File: src/rtl/wbutxarb_if.sv
// Byte-stream bundle between the two sources, the receive side and the transmitter.
// The slave modport is the arbiter's view; master is the surrounding logic's view.
interface wbutxarb_if;
  logic       i_rx_stb;
  logic [7:0] i_rx_data;
  logic       i_cmd_stb;
  logic [6:0] i_cmd_data;
  logic       o_cmd_busy;
  logic       i_con_stb;
  logic [6:0] i_con_data;
  logic       o_con_busy;
  logic       o_tx_stb;
  logic [7:0] o_tx_data;
  logic       i_tx_busy;
  logic       o_cmd_active;

  modport slave (
    input  i_rx_stb, i_rx_data, i_cmd_stb, i_cmd_data, i_con_stb, i_con_data, i_tx_busy,
    output o_cmd_busy, o_con_busy, o_tx_stb, o_tx_data, o_cmd_active
  );

  modport master (
    output i_rx_stb, i_rx_data, i_cmd_stb, i_cmd_data, i_con_stb, i_con_data, i_tx_busy,
    input  o_cmd_busy, o_con_busy, o_tx_stb, o_tx_data, o_cmd_active
  );
endinterface

File: src/rtl/wbutxarb.sv
// Burst-limited round-robin arbiter tagging command (bit7=1) and console (bit7=0) bytes.
// Optional command-port idle timeout enabled by defining TXARB_CMD_TIMEOUT_EN.
module wbutxarb #(
  parameter int unsigned LGBURST                     = 4,
  parameter int unsigned LGIDLE                      = 24,
  parameter bit          CMD_PORT_OFF_UNTIL_ACCESSED = 1'b1
) (
  input logic        i_clk,
  input logic        i_reset,
  wbutxarb_if.slave  bus
);

  typedef enum logic {OwnCmd, OwnCon} owner_e;

  localparam logic [LGBURST:0] BurstCnt = {1'b1, {LGBURST{1'b0}}};
  localparam logic [LGBURST:0] CntOne   = {{LGBURST{1'b0}}, 1'b1};

  owner_e           owner_q, owner_d;
  logic [LGBURST:0] cnt_q, cnt_d;
  logic             tx_stb_q, tx_stb_d;
  logic [7:0]       tx_data_q, tx_data_d;
  logic             cmd_active_q, cmd_active_d;

  logic cmd_valid, con_valid, load_ok, grant_cmd, grant_con, sel_cmd, rx_cmd;
  owner_e src;

  assign rx_cmd    = bus.i_rx_stb && bus.i_rx_data[7];
  assign cmd_valid = bus.i_cmd_stb && cmd_active_q;
  assign con_valid = bus.i_con_stb;
  assign load_ok   = !tx_stb_q || !bus.i_tx_busy;

  always_comb begin
    grant_cmd = 1'b0;
    grant_con = 1'b0;
    sel_cmd   = 1'b0;
    src       = owner_q;
    owner_d   = owner_q;
    cnt_d     = cnt_q;
    tx_stb_d  = tx_stb_q;
    tx_data_d = tx_data_q;

    if (cmd_valid && con_valid) begin
      // Owner keeps the link until its burst allowance is used up.
      sel_cmd   = (cnt_q < BurstCnt) ? (owner_q == OwnCmd) : (owner_q == OwnCon);
      grant_cmd = sel_cmd;
      grant_con = !sel_cmd;
    end else begin
      grant_cmd = cmd_valid;
      grant_con = con_valid;
    end

    if (load_ok) begin
      tx_stb_d = 1'b0;
      if (grant_cmd || grant_con) begin
        tx_stb_d  = 1'b1;
        tx_data_d = grant_cmd ? {1'b1, bus.i_cmd_data} : {1'b0, bus.i_con_data};
        src       = grant_cmd ? OwnCmd : OwnCon;
        if (src == owner_q) begin
          cnt_d = (cnt_q == BurstCnt) ? cnt_q : cnt_q + CntOne;
        end else begin
          owner_d = src;
          cnt_d   = CntOne;
        end
      end
    end
  end

  // An inactive command port swallows its bytes, so it never reports busy.
  assign bus.o_cmd_busy   = cmd_active_q && !(load_ok && grant_cmd);
  assign bus.o_con_busy   = !(load_ok && grant_con);
  assign bus.o_tx_stb     = tx_stb_q;
  assign bus.o_tx_data    = tx_data_q;
  assign bus.o_cmd_active = cmd_active_q;

`ifdef TXARB_CMD_TIMEOUT_EN
  logic [LGIDLE-1:0] idle_q, idle_d;

  always_comb begin
    idle_d       = idle_q;
    cmd_active_d = cmd_active_q;
    if (rx_cmd) begin
      cmd_active_d = 1'b1;
      idle_d       = '0;
    end else if (cmd_active_q) begin
      if (&idle_q) begin
        cmd_active_d = 1'b0;
        idle_d       = '0;
      end else begin
        idle_d = idle_q + {{(LGIDLE-1){1'b0}}, 1'b1};
      end
    end
  end

  always_ff @(posedge i_clk) begin
    if (i_reset) begin
      idle_q <= '0;
    end else begin
      idle_q <= idle_d;
    end
  end
`else
  always_comb begin
    cmd_active_d = cmd_active_q || rx_cmd;
  end
`endif

  always_ff @(posedge i_clk) begin
    if (i_reset) begin
      owner_q      <= OwnCmd;
      cnt_q        <= '0;
      tx_stb_q     <= 1'b0;
      tx_data_q    <= 8'h00;
      cmd_active_q <= !CMD_PORT_OFF_UNTIL_ACCESSED;
    end else begin
      owner_q      <= owner_d;
      cnt_q        <= cnt_d;
      tx_stb_q     <= tx_stb_d;
      tx_data_q    <= tx_data_d;
      cmd_active_q <= cmd_active_d;
    end
  end

endmodule

File: src/flat_wrapper.sv
// flat-port wrapper written by rule: the top's interface ports become plain ports
module wbutxarb_flat 
#(
  parameter int unsigned LGBURST                     = 4,
  parameter int unsigned LGIDLE                      = 24,
  parameter bit          CMD_PORT_OFF_UNTIL_ACCESSED = 1'b1
)
  (i_clk, i_reset, bus_i_rx_stb, bus_i_rx_data, bus_i_cmd_stb, bus_i_cmd_data, bus_i_con_stb, bus_i_con_data, bus_i_tx_busy, bus_o_cmd_busy, bus_o_con_busy, bus_o_tx_stb, bus_o_tx_data, bus_o_cmd_active);
  wbutxarb_if bus_i ();
  input logic i_clk;
  input logic i_reset;
  input wire logic [$bits(bus_i.i_rx_stb)-1:0] bus_i_rx_stb;
  input wire logic [$bits(bus_i.i_rx_data)-1:0] bus_i_rx_data;
  input wire logic [$bits(bus_i.i_cmd_stb)-1:0] bus_i_cmd_stb;
  input wire logic [$bits(bus_i.i_cmd_data)-1:0] bus_i_cmd_data;
  input wire logic [$bits(bus_i.i_con_stb)-1:0] bus_i_con_stb;
  input wire logic [$bits(bus_i.i_con_data)-1:0] bus_i_con_data;
  input wire logic [$bits(bus_i.i_tx_busy)-1:0] bus_i_tx_busy;
  output wire logic [$bits(bus_i.o_cmd_busy)-1:0] bus_o_cmd_busy;
  output wire logic [$bits(bus_i.o_con_busy)-1:0] bus_o_con_busy;
  output wire logic [$bits(bus_i.o_tx_stb)-1:0] bus_o_tx_stb;
  output wire logic [$bits(bus_i.o_tx_data)-1:0] bus_o_tx_data;
  output wire logic [$bits(bus_i.o_cmd_active)-1:0] bus_o_cmd_active;
  assign bus_i.i_rx_stb = bus_i_rx_stb;
  assign bus_i.i_rx_data = bus_i_rx_data;
  assign bus_i.i_cmd_stb = bus_i_cmd_stb;
  assign bus_i.i_cmd_data = bus_i_cmd_data;
  assign bus_i.i_con_stb = bus_i_con_stb;
  assign bus_i.i_con_data = bus_i_con_data;
  assign bus_i.i_tx_busy = bus_i_tx_busy;
  assign bus_o_cmd_busy = bus_i.o_cmd_busy;
  assign bus_o_con_busy = bus_i.o_con_busy;
  assign bus_o_tx_stb = bus_i.o_tx_stb;
  assign bus_o_tx_data = bus_i.o_tx_data;
  assign bus_o_cmd_active = bus_i.o_cmd_active;
  wbutxarb #(.LGBURST(LGBURST), .LGIDLE(LGIDLE), .CMD_PORT_OFF_UNTIL_ACCESSED(CMD_PORT_OFF_UNTIL_ACCESSED)) u_core (.i_clk(i_clk), .i_reset(i_reset), .bus(bus_i));
endmodule
File: config.mk
export PLATFORM = sky130hd
export DESIGN_NAME = wbutxarb_flat
export DESIGN_NICKNAME = d
export VERILOG_FILES = /design/src/rtl/wbutxarb_if.sv /design/src/rtl/wbutxarb.sv /design/src/flat_wrapper.sv
export SDC_FILE = /design/constraint.sdc
export NUM_CORES = 1
export LEC_CHECK = 0
export ABC_AREA = 1
export BUFFER_PORTS_ARGS = -buffer_cell sky130_fd_sc_hd__buf_4
export CAP_MARGIN = 20
export CORE_MARGIN = 5
export CORE_UTILIZATION = 45
export DETAILED_ROUTE_END_ITERATION = 10
export GPL_TIMING_DRIVEN = 0
export PLACE_DENSITY_LB_ADDON = 0.3
export SLEW_MARGIN = 30
export SYNTH_ARGS = -nofsm -noshare
export SYNTH_HDL_FRONTEND = slang
export SYNTH_SLANG_ARGS = --single-unit
File: constraint.sdc
create_clock -name i_clk -period 2.8 [get_ports i_clk]
set_input_delay 0.42 -clock i_clk [delete_from_list [all_inputs] [get_ports i_clk]]
set_output_delay 0.42 -clock i_clk [all_outputs]
set_load 0.01 [all_outputs]
==> results of run 1 <==
synth_stat cells, drive strengths merged:
master   n
buf      4
a21oi   20
nand4    1
nand3   14
or2      2
o21ai    9
ha       2
a211oi   1
inv     20
xor2     2
dfxtp   16
nor2     7
nor3     1
clkbuf   1
nand2   26
power breakdown:
part | internal (uW) | switching [uW]
combinational | 76.4 | 76.5
clock | 49.8 | 67.7
sequential | 247 | 15.6
sequential cells by signal, summed over array words and instances, names as in the netlist:
register,cells
u_core.bus.o_cmd_active,1
u_core.owner_q,1
u_core.bus.o_tx_data,8
u_core.cnt_q,5
u_core.bus.o_tx_stb,1
through the flow:
step           hold WS, ns  instance area [um2]  instances  total power, uW  util [%]
6_report             0.372                 1210        188              533      62.3
3_5_place_dp         0.458                 1190        185              423      61.1
5_1_grt              0.374                 1210        188              569      62.3
2_1_floorplan        0.487                  913        126              362         -
3_3_place_gp         0.452                 1190        185              417      61.1
4_1_cts              0.364                 1210        188              540      62.3
critical path, stage by stage, from the launching register on:
cell and delay, ns:
dfxtp_1 0.38, nand2_1 0.08, inv_2 0.09, or2_1 0.12, nand2_2 0.06, buf_6 0.14
buf_12 0.14, o21ai_0 0.13, inv_1 0.05, buf_4 0.14
path summary, 6_finish.rpt:
kind	start	end	slack, ns	cells after the start
min	bus_i_rx_data[7]	u_core.bus.o_cmd_active	0.37	3
min reg2reg	u_core.bus.o_tx_data[2]	u_core.bus.o_tx_data[2]	0.47	2
max	u_core.bus.o_cmd_active	bus_o_cmd_busy	0.77	9
max reg2reg	u_core.cnt_q[0]	u_core.cnt_q[0]	1.45	9
cells in the final DEF, fill, tap and decap left out, types with 2 or more instances in the layout:
master     n
nand3_1   11
xor2_1     2
inv_1     17
o21ai_0    9
dfxtp_1   16
nand2_2    3
nand2_1   21
inv_2      3
ha_1       2
nand2_4    2
nand3_2    2
or2_1      2
nor2_1     6
buf_4     33
a21oi_1   20
clkbuf_4   3
layer usage:
| layer | wire length (um) | part of all wire (%) | vias to the layer above | global-route usage (%) |
|---|---|---|---|---|
| li1 | - | - | 480 | - |
| met1 | 875 | 42 | 402 | 18.2 |
| met2 | 1060 | 52 | 20 | 28.9 |
| met3 | 102 | 5.0 | 2 | 2.95 |
| met4 | 19 | 0.92 | 0 | 8.10 |
| met5 | 0 | 0 | - | 0 |
cell type report:
| type | count | area share [%] |
|---|---|---|
| Clock buffer | 3 | 1.86 |
| Buffer | 5 | 3.93 |
| Sequential cell | 16 | 26.5 |
| Tap cell | 27 | 2.79 |
| Multi-Input combinational cell | 85 | 38.9 |
| Timing Repair Buffer | 32 | 19.9 |
| Inverter | 20 | 6.20 |
cell families (layout without fill, tap and decap cells):
kind of cell	after synthesis	count (layout)
adders and majority gates	2	2
buffers and inverters	25	60
and+or+nand+nor	51	51
AOI/OAI and AO/OA	30	30
xor gates and xnor gates	2	2
DFF	16	16
==> results.sh, run 1 <==
export IMPL_multi_input_area_um2=470
export IMPL_rows=16
export IMPL_synthDistinctLibCells=24
export IMPL_postCtsSetupRepairBufs=0
export IMPL_synth_compound_area_share_pct=17.3
export IMPL_slew_viol_final=0
export IMPL_gp_routability_congestion=0.787
export IMPL_cts_resized=0
export IMPL_ir_drop_v=0.000274
export IMPL_timing_final_crit_share_pct=72.5
export IMPL_synth_simple_gate_area_share_pct=29.6
export IMPL_cts_root_buf="clkbuf_4"
export IMPL_routedWlPerCell_um=11.0
export IMPL_required_ns=2.38
export IMPL_maxCapViolations=0
export IMPL_num_vias=904
export IMPL_ff_latch_area_um2=320
export IMPL_numCtsBuffers=3
export IMPL_netlist_instances=126
export IMPL_startpoint_type="flip-flop"
export IMPL_timing_slew_headroom_pct=67.6
export IMPL_dpl_hpwl_mm=1.62
export IMPL_fp_coreArea_um2=1940
export IMPL_syn_num_nets=156
export IMPL_synthMuxAreaShare_pct=0
export IMPL_syn_avg_cell_area_um2=7.25
export IMPL_fillers=188
export IMPL_synth_yosys_seq_area_share_pct=35.1
export IMPL_drt_iter0_markers=7
export IMPL_dr_pass1_iters=4
export IMPL_arrival_ns=1.61
export IMPL_power_density_nw_per_um2=440
export IMPL_clock_sinks=16
export IMPL_diodes=0
export IMPL_p_leak_uw=0.000611
export IMPL_synth_fa_ha_area_share_pct=2.74
export IMPL_antenna_left=0
export IMPL_cts_hold_buf=0
export IMPL_antenna_found_initial=0
export IMPL_io_buffers=32
export IMPL_io_pin_count=40
export IMPL_clock_path_buffers=2
export IMPL_max_freq_mhz=493
export IMPL_clk_pin_slew_worst_paths_ns=0.09
export IMPL_synth_xor_area_share_pct=1.92
export IMPL_clk_insertion_delay_late_ns=0.27
export IMPL_fin_tns_setup_ns=0
export IMPL_hold_violations=0
export IMPL_setup_ws_ns=0.771
export IMPL_nets=193
export IMPL_synth_top_family_by_area="simple AND/OR/NAND/NOR gates"
export IMPL_synth_top_area_cell="dfxtp_1"
export IMPL_drt_total_wl_mm=2.06
export IMPL_drc=0
export IMPL_drt_vias_per_instance=4.81
export IMPL_worst_pin_slew_ns=0.486
export IMPL_crit_fanout=10
export IMPL_area_growth_pct=32.5
export IMPL_ys_warn_count=0
export IMPL_track_usage_pct=16.2
export IMPL_grt_pass1_vias=865
export IMPL_grt_ovfl_total=0
export IMPL_yosysTopAreaCellShare_pct=35.1
export IMPL_clock_skew_ns=0.000536
export IMPL_worstSetupEndpointType="primary output"
export IMPL_layout_drive_gt1_share_pct=32.9
export IMPL_die_area_um2=3030
export IMPL_min_period_ns=2.03
export IMPL_dieHeight_um=55.1
export IMPL_ys_ff_latch=16
export IMPL_final_setup_viol_count=0
export IMPL_h_tree_depth=1
export IMPL_cts_tree="done"
export IMPL_die_w_um=55.1
export IMPL_synthTopCellsByArea="dfxtp_1 35%, a21oi_1 11%, nand2_1 8.6%, inv_1 7.0%, nand3_1 6.0%"
export IMPL_rsz0062_at_grt="no"
export IMPL_status="finished clean"
export IMPL_grt_max_degree=11
export IMPL_crit_type="flip-flop to primary output"
export IMPL_start_util_pct=47.0
export IMPL_place_worst_setup_slack_ns=0.922
export IMPL_synthesis_area_um2=913
export IMPL_grt_pass1_wl_mm=3.51
export IMPL_hold_class="input port to flip-flop"
Note: power is estimated with default switching activity, not from simulation.
==> inputs of run 2 (changes only) <==
CORE_UTILIZATION = 41   (was 45)
clock period = 1.64 ns   (was 2.8 ns; I/O delays follow)
==> run 2 against run 1 <==
  * Combinational power up 88%
  * Clock skew is 0.0058 ns higher
  * Sequential power increased by 71%
  * Critical path depth is 1 lower
  * Non-clock buffer count up 5
  * Total power is 87% higher
  * First-iteration DRC count did not move
  * Clock power increased by 120%
  * Count of clock-buffer cells in the layout is 1 higher
  * Largest cell class unchanged
  * Largest power group unchanged
==> results.sh, run 2 (synthesis gave the netlist of run 1 again) <==
export IMPL_diodes=0
export IMPL_timing_slew_headroom_pct=66.8
export IMPL_dpl_hpwl_mm=1.68
export IMPL_min_period_ns=1.58
export IMPL_critPathMaxStageDelay_ns=0.33
export IMPL_h_tree_depth=1
export IMPL_clock_sinks=16
export IMPL_gp_routability_congestion=0.809
export IMPL_rr_startpoint="u_core.bus.o_cmd_active"
export IMPL_path_delay_family="simple AND/OR/NAND/NOR gates"
export IMPL_die_w_um=57.2
export IMPL_clk_pin_slew_worst_paths_ns=0.09
export IMPL_reg2reg_slack_ns=0.14
export IMPL_fillers=240
export IMPL_crit_fanout=4
export IMPL_drc=0
export IMPL_crit_type="flip-flop to primary output"
export IMPL_clock_path_buffers=2
export IMPL_worst_pin_slew_ns=0.498
export IMPL_max_freq_mhz=632
export IMPL_clk_insertion_delay_late_ns=0.28
export IMPL_track_usage_pct=13.9
export IMPL_start_util_pct=42.1
export IMPL_ir_drop_v=0.000510
export IMPL_layout_drive_gt1_share_pct=38.9
export IMPL_grt_max_degree=20
export IMPL_hold_worst_slack_ns=0.193
export IMPL_slew_viol_final=0
export IMPL_reg2regPathDepth=10
export IMPL_routedWlPerCell_um=11.5
export IMPL_drt_total_wl_mm=2.24
export IMPL_grt_pass1_wl_mm=3.68
export IMPL_die_area_um2=3270
export IMPL_clock_skew_ns=0.00629
export IMPL_numCtsBuffers=3
export IMPL_min_to="u_core.bus.o_cmd_active"
export IMPL_io_pin_count=40
export IMPL_cts_hold_buf=0
export IMPL_cts_tree="done"
export IMPL_maxCapViolations=0
export IMPL_reg2reg_to="u_core.bus.o_tx_data[6]"
export IMPL_p_leak_uw=0.000639
export IMPL_status="finished clean"
export IMPL_antenna_found_initial=0
export IMPL_crit_path_top_delay_cell="dfxtp_2"
export IMPL_rsz0062_at_grt="yes"
export IMPL_crit_buf_inv=4
export IMPL_fp_coreArea_um2=2170
export IMPL_rows=17
export IMPL_grt_pass1_vias=910
export IMPL_final_setup_viol_count=0
export IMPL_holdPathStages=3
export IMPL_antenna_left=0
export IMPL_dieHeight_um=57.2
export IMPL_area_growth_pct=41.4
export IMPL_required_ns=1.39
export IMPL_dr_pass1_iters=4
export IMPL_drt_iter0_markers=7
export IMPL_hp_start="bus_i_rx_data[7]"
export IMPL_timing_final_crit_share_pct=96.5
export IMPL_grt_ovfl_total=0
export IMPL_hold_class="input port to flip-flop"
export IMPL_arrival_ns=1.34
export IMPL_final_common_cell="buf_4"
export IMPL_hold_violations=0
export IMPL_power_density_nw_per_um2=771
export IMPL_drt_vias_per_instance=4.77
export IMPL_num_vias=931
export IMPL_cts_root_buf="clkbuf_4"
export IMPL_fin_tns_setup_ns=0
export IMPL_io_buffers=32
export IMPL_crit_path_cell_trace="nand2_2 -> inv_2 -> or2_1 -> nand2_2 -> buf_6 -> o21ai_2 -> inv_1 -> buf_6"
export IMPL_worstSetupEndpointType="primary output"
export IMPL_largest_reg_flops=8
export IMPL_nets=198
export IMPL_layout_common_cells="38 x buf_4, 20 x a21oi_1, 19 x nand2_1, 16 x inv_1, 14 x dfxtp_1"
export IMPL_startpoint_type="flip-flop"
-- run 2: changes by cell type in the layout (fill, tap and decap cells not counted), sizes merged --
cell and delta:
inv -1, clkbuf +1, buf +5, clkinvlp +1
-- run 2: what timing repair did --
action	CTS	global route
endpoints found under the setup margin	2	2
gates cloned	0	0
resized for setup	2	9
pin swaps	1	2
buffers inserted	3	5
-- run 2: tightest hold or removal path, cell delays in order --
cell	delay, ns
buf_4	0.08
a21oi_1	0.05
nor2_1	0.07
-- run 2: final cells by class --
type	count	area [um2]	share of cell area [%]
multi-input combinational	85	495	38.4
inverter	20	78.8	6.10
sequential	16	323	25.0
tap	28	35.0	2.71
clock buffer	4	36.3	2.81
buffer	2	15.0	1.16
timing repair buffer	40	308	23.8
-- run 2: stage by stage --
step / instance area, um2 / total power (uW) / util [%] / worst slack, ns / std cells
global route: 1290 / 1060 / 59.5 / -0.0131 / 195
global placement: 1190 / 713 / 54.8 / 0.0883 / 186
CTS: 1220 / 978 / 56.1 / -0.0125 / 190
detailed placement: 1190 / 722 / 54.8 / 0.0706 / 186
finish: 1290 / 996 / 59.5 / 0.0573 / 195
floorplan: 913 / 617 / - / 0.218 / 126
-- run 2: worst max-delay path by stage --
stage	slack, ns	end	depth (start not counted)	start
6_report	0.06	bus_o_cmd_busy	8	u_core.bus.o_cmd_active
5_1_grt	-0.01	bus_o_con_busy	7	u_core.bus.o_cmd_active
4_1_cts	-0.01	bus_o_con_busy	7	u_core.bus.o_cmd_active
3_5_place_dp	0.07	bus_o_cmd_busy	9	u_core.bus.o_cmd_active
3_3_place_gp	0.09	bus_o_cmd_busy	9	u_core.bus.o_cmd_active
2_1_floorplan	0.22	bus_o_cmd_busy	8	u_core.bus.o_cmd_active
-- run 2: where the power goes --
group / internal [uW] / switching (uW)
Sequential: 422 / 26.2
Clock: 135 / 125
Combinational: 144 / 144
Total: 701 / 295
-- run 2: per-layer routing --
layer | up-vias | track usage (%) | part of all wire, %
met1 | 427 | 16.4 | 41
li1 | 485 | - | -
met2 | 17 | 25.0 | 55
met4 | 0 | 4.97 | 0.58
met3 | 2 | 2.49 | 3.9
met5 | - | 0 | 0
==> inputs of run 3 (changes only) <==
REMOVE_ABC_BUFFERS = 1   (was default)
==> run 3 against run 2 <==
  * Clock power hardly changed
  * Fmax is 1.2% lower
  * Sequential share of layout area is 0.86 points lower
  * Largest power group unchanged
==> results.sh, run 3 (synthesis gave the netlist of run 1 again) <==
export IMPL_status="finished clean"
export IMPL_final_common_cell="buf_4"
export IMPL_timing_final_crit_share_pct=97.7
export IMPL_wl_met1_um=908
export IMPL_die_area_um2=3270
export IMPL_grt_pass1_wl_mm=3.86
export IMPL_min_to="u_core.bus.o_cmd_active"
export IMPL_clock_sinks=16
export IMPL_clk_insertion_delay_late_ns=0.28
export IMPL_fin_tns_setup_ns=0
export IMPL_arrival_ns=1.36
export IMPL_startpoint_type="flip-flop"
export IMPL_min_period_ns=1.60
export IMPL_crit_type="flip-flop to primary output"
export IMPL_p_leak_uw=0.000663
export IMPL_clk_pin_slew_worst_paths_ns=0.09
export IMPL_layout_drive_gt1_share_pct=41.5
export IMPL_met2_wirelength_mm=1.25
export IMPL_slew_viol_final=0
export IMPL_rsz0062_at_grt="yes"
export IMPL_p_comb_share_pct=29.4
export IMPL_start_util_pct=42.1
export IMPL_clkPwrFrac_pct=25.8
export IMPL_diodes=0
export IMPL_hold_class="input port to flip-flop"
export IMPL_rows=17
export IMPL_switching_share_pct=29.6
export IMPL_power_density_nw_per_um2=747
export IMPL_dpl_instance_area_um2=1140
export IMPL_worstSetupEndpointType="primary output"
export IMPL_cts_hold_buf=0
export IMPL_reg2reg_slack_ns=0.12
export IMPL_rr_startpoint="u_core.bus.o_cmd_active"
export IMPL_dieHeight_um=57.2
export IMPL_cts_root_buf="clkbuf_4"
export IMPL_crit_fanout=4
export IMPL_dpl_hpwl_mm=1.57
export IMPL_clock_path_buffers=2
export IMPL_p_int_uw=706
export IMPL_area_growth_pct=47.0
export IMPL_numCtsBuffers=3
export IMPL_gp_routability_congestion=0.805
export IMPL_cts_tree="done"
export IMPL_largest_reg_flops=8
export IMPL_dr_pass1_iters=4
export IMPL_routedWlPerCell_um=11.5
export IMPL_fp_coreArea_um2=2170
export IMPL_grt_ovfl_total=0
export IMPL_reg2reg_to="u_core.cnt_q[0]"
export IMPL_drt_vias_per_instance=4.73
export IMPL_met3_length_um=126
export IMPL_ir_drop_v=0.000548
export IMPL_holdPathStages=3
export IMPL_track_usage_pct=14.8
export IMPL_timing_slew_headroom_pct=82.8
export IMPL_drt_iter0_markers=22
export IMPL_reg2regPathDepth=11
export IMPL_worst_pin_slew_ns=0.257
export IMPL_h_tree_depth=1
export IMPL_grt_pass1_vias=894
export IMPL_drc=0
export IMPL_grt_max_degree=20
export IMPL_p_sw_uw=297
export IMPL_final_cell_area_um2=1340
export IMPL_maxCapViolations=0
export IMPL_final_setup_viol_count=0
export IMPL_io_buffers=32
export IMPL_io_pin_count=40
export IMPL_nets=202
export IMPL_max_freq_mhz=624
export IMPL_required_ns=1.39
export IMPL_layout_common_cells="43 x buf_4, 20 x a21oi_1, 19 x nand2_1, 16 x inv_1, 13 x dfxtp_1"
export IMPL_clock_skew_ns=0.00875
export IMPL_antenna_left=0
export IMPL_die_w_um=57.2
export IMPL_hp_start="bus_i_rx_data[7]"
export IMPL_hold_violations=0
export IMPL_top_layer_used="met4"
export IMPL_drt_total_wl_mm=2.30
export IMPL_num_vias=941
export IMPL_pwr_share_seq_pct=44.8
export IMPL_antenna_found_initial=0
-- run 3: changes by cell type in the layout (fill, tap and decap cells not counted) --
cell      delta
nand2_8      +1
o21ai_1      +1
buf_6        -2
dfxtp_2      +1
dfxtp_1      -1
or2_1        -1
buf_4        +5
buf_12       +1
or2_4        +1
o21ai_2      -1
clkbuf_1     -1
-- run 3: critical path, stage by stage (launching register included) --
cell and delay [ns]:
dfxtp_2 0.35, nand2_2 0.06, inv_2 0.05, or2_4 0.28
nand2_8 0.09, clkinvlp_4 0.09, nand2_2 0.06, buf_6 0.09
-- run 3: layout make-up --
cell class,instances,area [um2]
Timing Repair Buffer,45,354
Inverter,20,78.8
Multi-Input combinational cell,86,514
Sequential cell,16,324
Fill cell,218,827
Clock buffer,4,36.3
Tap cell,28,35.0
-- run 3: timing repair --
item	4_1_cts	5_1_grt
pin swaps	1	2
endpoints found under the setup margin	2	2
cloned	1	0
gates resized for setup	7	6
setup buffers	5	8
-- run 3: per-stage QoR --
| stage | instances | worst slack [ns] | utilization, % | power, uW | hold WS [ns] |
|---|---|---|---|---|---|
| floorplan | 121 | 0.165 | - | 596 | 0.315 |
| global placement | 181 | -0.0703 | 52.6 | 690 | 0.454 |
| detailed placement | 181 | -0.0964 | 52.6 | 699 | 0.460 |
| CTS | 191 | 0.0120 | 58.6 | 994 | 0.191 |
| global route | 199 | -0.0510 | 61.9 | 1080 | 0.207 |
| finish | 199 | 0.0384 | 61.9 | 1000 | 0.202 |
-- run 3: how the worst max path moves through the flow --
stage                     slack, ns  cells after the start             end                    start
after floorplan                0.16                      6  bus_o_con_busy  u_core.bus.o_cmd_active
after global placement        -0.07                      8  bus_o_con_busy            bus_i_cmd_stb
after detailed placement       -0.1                      8  bus_o_con_busy            bus_i_cmd_stb
after CTS                      0.01                      6  bus_o_cmd_busy           u_core.owner_q
after global routing          -0.05                      7  bus_o_con_busy  u_core.bus.o_cmd_active
final                          0.04                      7  bus_o_con_busy  u_core.bus.o_cmd_active
-- run 3: power by group through the flow --
stage,Combinational [uW],Sequential [uW],Clock (uW)
2_1_floorplan,134,461,0
3_3_place_gp,235,455,0
3_5_place_dp,242,457,0
4_1_cts,279,448,266
5_1_grt,329,456,291
6_report,295,449,258
-- run 3: metal layers --
layer | track usage (%) | up-vias
met3 | 4.30 | 2
li1 | - | 496
met2 | 26.3 | 20
met1 | 16.6 | 423
met5 | 0 | -
met4 | 5.63 | 0
